<file path="config.mk">
export PLATFORM = sky130hd
export DESIGN_NAME = tick_timer
export DESIGN_NICKNAME = d
export VERILOG_FILES = /design/src/rtl/tick_timer_pkg.sv /design/src/rtl/tick_timer_sync.sv /design/src/rtl/tick_timer.sv
export SDC_FILE = /design/constraint.sdc
export NUM_CORES = 1
export LEC_CHECK = 0
export ABC_CLOCK_PERIOD_IN_PS = 6500
export CORE_AREA = 2 2 102 104
export DETAILED_ROUTE_END_ITERATION = 10
export DIE_AREA = 0 0 104 106
export PLACE_DENSITY = 0.8
export SKIP_CTS_REPAIR_TIMING = 1
export SLEW_MARGIN = 15
export SYNTH_ARGS = -nofsm -noshare
export SYNTH_HDL_FRONTEND = slang
export SYNTH_SLANG_ARGS = --single-unit
</file>
<file path="constraint.sdc">
create_clock -name Clk -period 6.5 [get_ports Clk]
set_clock_uncertainty 0.2 [all_clocks]
set_input_delay 1.3 -clock Clk [delete_from_list [all_inputs] [get_ports Clk]]
set_output_delay 1.3 -clock Clk [all_outputs]
set_load 0.1 [all_outputs]
</file>
<file path="src/rtl/tick_timer_pkg.sv">
// Shared register map, control/status bit positions and FSM encodings for tick_timer.
package tick_timer_pkg;

   localparam logic [1:0] ADDR_CTRL   = 2'd0;
   localparam logic [1:0] ADDR_PERIOD = 2'd1;
   localparam logic [1:0] ADDR_COUNT  = 2'd2;
   localparam logic [1:0] ADDR_STATUS = 2'd3;

   localparam int CTRL_RUN      = 0;
   localparam int CTRL_IRQ_EN   = 1;
   localparam int CTRL_PERIODIC = 2;

   localparam int STAT_TIMEOUT  = 0;
   localparam int STAT_RUNNING  = 1;

   typedef enum logic [1:0] {
      ST_IDLE  = 2'd0,
      ST_ARM   = 2'd1,
      ST_COUNT = 2'd2
   } state_e;

endpackage

</file>
<file path="src/rtl/tick_timer_sync.sv">
// Synchronizes the asynchronous divider tick and emits one registered Clk pulse per rising edge.
module tick_sync #(
   parameter int SYNC_STAGES = 2
) (
   input  logic Clk,
   input  logic Reset,
   input  logic async_in,
   output logic pulse_out
);

   logic [SYNC_STAGES-1:0] sync_q;
   logic                   hist_q;

   always_ff @(posedge Clk or posedge Reset) begin
      if (Reset) begin
         sync_q    <= '0;
         hist_q    <= 1'b0;
         pulse_out <= 1'b0;
      end else begin
         sync_q    <= {sync_q[SYNC_STAGES-2:0], async_in};
         hist_q    <= sync_q[SYNC_STAGES-1];
         pulse_out <= sync_q[SYNC_STAGES-1] & ~hist_q;
      end
   end

endmodule

</file>
<file path="src/rtl/tick_timer.sv">
// Tick-driven down-counter timer with Avalon-MM register access and timeout interrupt.
//
// state    | meaning
// ST_IDLE  | stopped, divider disabled, ticks ignored
// ST_ARM   | load COUNT from PERIOD, ticks ignored
// ST_COUNT | decrement COUNT per tick, timeout at terminal count
module tick_timer
   import tick_timer_pkg::*;
#(
   parameter int PERIOD_W    = 32,
   parameter int SYNC_STAGES = 2
) (
   input  logic        Clk,
   input  logic        Reset,
   input  logic        tick_in,
   input  logic [1:0]  address,
   input  logic        read,
   input  logic        write,
   input  logic [31:0] writedata,
   output logic [31:0] readdata,
   output logic        div_run,
   output logic        irq
);

   state_e                state_q, state_d;
   logic [PERIOD_W-1:0]   period_q;
   logic [PERIOD_W-1:0]   count_q, count_d;
   logic                  irq_en_q, periodic_q;
   logic                  timeout_q, timeout_set;
   logic                  tick;
   logic                  ctrl_wr, status_clr, running;
   logic [31:0]           rd_mux;

   tick_sync #(.SYNC_STAGES(SYNC_STAGES)) u_sync (
      .Clk       (Clk),
      .Reset     (Reset),
      .async_in  (tick_in),
      .pulse_out (tick)
   );

   assign ctrl_wr    = write && (address == ADDR_CTRL);
   assign status_clr = write && (address == ADDR_STATUS) && writedata[STAT_TIMEOUT];
   assign running    = (state_q != ST_IDLE);
   assign div_run    = running;
   assign irq        = timeout_q & irq_en_q;

   always_ff @(posedge Clk or posedge Reset) begin
      if (Reset) begin
         state_q <= ST_IDLE;
         count_q <= '0;
      end else begin
         state_q <= state_d;
         count_q <= count_d;
      end
   end

   always_comb begin
      state_d     = state_q;
      count_d     = count_q;
      timeout_set = 1'b0;
      case (state_q)
         ST_IDLE: begin
            if (ctrl_wr && writedata[CTRL_RUN] && (period_q != '0))
               state_d = ST_ARM;
         end
         ST_ARM: begin
            count_d = period_q;
            state_d = ST_COUNT;
         end
         ST_COUNT: begin
            if (tick) begin
               // <= 1 also catches a zero COUNT so the counter can never wrap
               if (count_q <= PERIOD_W'(1)) begin
                  timeout_set = 1'b1;
                  if (periodic_q && (period_q != '0)) begin
                     count_d = period_q;
                  end else begin
                     count_d = '0;
                     state_d = ST_IDLE;
                  end
               end else begin
                  count_d = count_q - PERIOD_W'(1);
               end
            end
         end
         default: state_d = ST_IDLE;
      endcase
      // an explicit stop overrides everything and freezes COUNT
      if (ctrl_wr && !writedata[CTRL_RUN]) begin
         state_d     = ST_IDLE;
         count_d     = count_q;
         timeout_set = 1'b0;
      end
   end

   always_ff @(posedge Clk or posedge Reset) begin
      if (Reset) begin
         period_q   <= '0;
         irq_en_q   <= 1'b0;
         periodic_q <= 1'b0;
         timeout_q  <= 1'b0;
      end else begin
         if (write && (address == ADDR_PERIOD))
            period_q <= writedata[PERIOD_W-1:0];
         if (ctrl_wr) begin
            irq_en_q   <= writedata[CTRL_IRQ_EN];
            periodic_q <= writedata[CTRL_PERIODIC];
         end
         timeout_q <= timeout_set | (timeout_q & ~status_clr);
      end
   end

   always_comb begin
      rd_mux = '0;
      case (address)
         ADDR_CTRL: begin
            rd_mux[CTRL_RUN]      = running;
            rd_mux[CTRL_IRQ_EN]   = irq_en_q;
            rd_mux[CTRL_PERIODIC] = periodic_q;
         end
         ADDR_PERIOD: rd_mux = 32'(period_q);
         ADDR_COUNT:  rd_mux = 32'(count_q);
         ADDR_STATUS: begin
            rd_mux[STAT_TIMEOUT] = timeout_q;
            rd_mux[STAT_RUNNING] = running;
         end
         default: rd_mux = '0;
      endcase
   end

   always_ff @(posedge Clk or posedge Reset) begin
      if (Reset)
         readdata <= '0;
      else if (read)
         readdata <= rd_mux;
   end

endmodule
</file>
==> results.toml <==
[outcome]
outcome = "finished, final reports clean"

[timing]
hold_violations = 0
max_freq_mhz = 262
maxSlewViolCount = 0
finalCriticalPeriod_ps = 3820
fin_crit_sh = 0.588
setup_viol = 0
finalSetupTns_ps = 0
worstMarginPinSlew_ps = 1120
whs_ps = 157
slew_headroom = 0.254
rsz0062_at_grt = "no"

[synthesis]
synth_edf_count = 0
yosys_warnings = 0
synth-seq-area-share = 0.496
syn_area_mm2 = 0.00530
async_flop_share = 1.00
synthCells = 511
syn_nets = 562
ys.flop_type = "dfrtp_1"
syn_avg_cell_area_um2 = 10.4
synth_seq_cells = 105
ys_types = 57

[cts]
clock_latency_ps = 390
cts.htree.levels = 3
clkSlewWorstSetupHoldPaths_ps = 90
clock_sinks = 105
cts_root_buf = "clkbuf_8"
clock_path_buffers = 2
cts_tree = "built"
numCtsBuffers = 9

[detailed_routing]
wl_um = 14000
vias = 4409
firstDrtPassIters = 5
drtIter0Drc = 315
ant_nets = 0
wl_per_cell_um = 19.6
drc = 0
routed_via_density = 6.18

[power]
p_total_mw = 2.66
powerDensity_mw_per_mm2 = 418
peakVddDrop_uv = 276
leakage_nw = 2.57

[critical_path]
critPathKind = "in -> reg"
endpoint_kind = "flop"
path_buf_inv = 3
timing.rr.start = "count_q[0]"
cp_cell_sequence = "clkdlybuf4s50_1 -> inv_1 -> ha_1 -> nand3b_1 -> and3_1 -> buf_4 -> and2_1 -> a221o_1"
cp-start-kind = "primary input"
worstReg2RegEnd = "count_q[30]"
reg2reg_depth = 8
rrSetupSlack_ps = 2930
crit_slowest_cell = "and2_1"
cpLargestDelayFamily = "simple AND/OR/NAND/NOR gates"
worst_ep_arrival_time_ps = 3950
critPathMaxFanout = 25
cp.required_ps = 6630
cpPeakStageDelay_ps = 760

[cells_and_area]
area_growth_pct = 20.1
nNetsFinal = 624
n_fill_cell = 855
drive_above_1_share = 0.125
seqCellArea_mm2 = 0.00263
layout_commonest_cell = "dfrtp_1"
layoutNonFillerInstCount = 714
multiInputGateArea_mm2 = 0.00237
insertedDiodeCount = 0
mostFrequentLayoutCells = "105 x dfrtp_1, 72 x clkdlybuf4s50_1, 42 x inv_1, 37 x mux2_2, 30 x o22ai_1"

[die]
dieArea_mm2 = 0.0110
start_util = 0.530
rows = 37
core_mm2 = 0.0100
ios = 73
dieWidth_um = 104
die_h_um = 106

[min_path]
hp-class = "reg -> reg"
holdPathStages = 0
min_from = "u_sync.sync_q[0]"
worstHoldEndpoint = "u_sync.sync_q[1]"

[placement]
placed_cells = 698
port_buffers = 72
dp_hpwl_um = 9690
finalWeightedCongestion = 0.913

[global_routing]
antenna_found_initial = 0
grt_max_degree = 62
grt_overflow = 0
grt_pass1_vias = 4446
grtUsageTotal = 0.270
grt_first_pass_wirelength_um = 23200

[job]
drv_cap = 0
## registers in the layout, indices dropped and copies added, names as in the netlist
name / cells
count_q: 32
period_q: 32
readdata: 32
state_q: 2
u_sync.sync_q: 2
irq_en_q: 1
periodic_q: 1
timeout_q: 1
u_sync.hist_q: 1
u_sync.pulse_out: 1
## per-stage QoR
stage          area [um2]  utilization  worst slack [ps]
5_1_grt              6360        0.636              2540
3_5_place_dp         6130        0.613              2310
4_1_cts              6360        0.636              2660
6_report             6360        0.636              2680
2_1_floorplan        5300            -              2240
3_3_place_gp         6130        0.613              2420
## layout make-up
| type | count | area share |
|---|---|---|
| Sequential cell | 105 | 0.413 |
| Timing Repair Buffer | 82 | 0.125 |
| Tap cell | 136 | 0.0268 |
| Multi-Input combinational cell | 332 | 0.373 |
| Clock buffer | 15 | 0.0309 |
| Inverter | 43 | 0.0258 |
| Clock inverter | 1 | 0.00472 |
## kinds of logic after synthesis
family          synth area share
compound gates             0.199
simple gates               0.132
flops                      0.496
buf+inv                   0.0565
mux                       0.0881
fa+ha+maj                 0.0284
## Yosys cell counts (12+ instances only)
cell / instances / share of area
nand2_1: 25 / 0.018
a21oi_1: 15 / 0.014
nor3_1: 20 / 0.019
a221o_1: 14 / 0.026
nor4_1: 17 / 0.020
ha_1: 12 / 0.028
o21ai_0: 27 / 0.026
a22oi_1: 29 / 0.041
clkbuf_1: 18 / 0.013
dfrtp_1: 105 / 0.50
nor2_1: 23 / 0.016
mux2_2: 37 / 0.079
inv_1: 43 / 0.030
o22ai_1: 30 / 0.035
## per-layer routing
metal,up-vias,GRT usage,share of wire
li1,2036,-,-
met1,2193,0.352,0.43
met2,156,0.437,0.49
met3,24,0.0546,0.056
met4,0,0.123,0.027
met5,-,0,0
## worst max path at each step
stage | from | end | slack, ps | depth (start not counted)
after floorplan | Reset | count_q[0] | 2240 | 1
after global placement | address[0] | count_q[11] | 2420 | 8
after detailed placement | address[0] | count_q[12] | 2310 | 8
after CTS | state_q[0] | div_run | 2660 | 4
after global routing | address[0] | count_q[23] | 2540 | 8
final | address[0] | count_q[12] | 2680 | 8
## power breakdown
| part | leakage, nW | internal [mW] | switching [mW] |
|---|---|---|---|
| clock | 0.116 | 0.231 | 0.218 |
| combinational | 1.14 | 0.416 | 0.729 |
| sequential | 1.32 | 0.829 | 0.232 |
| total | 2.57 | 1.48 | 1.18 |
Note: power is estimated with default switching activity, not from simulation.
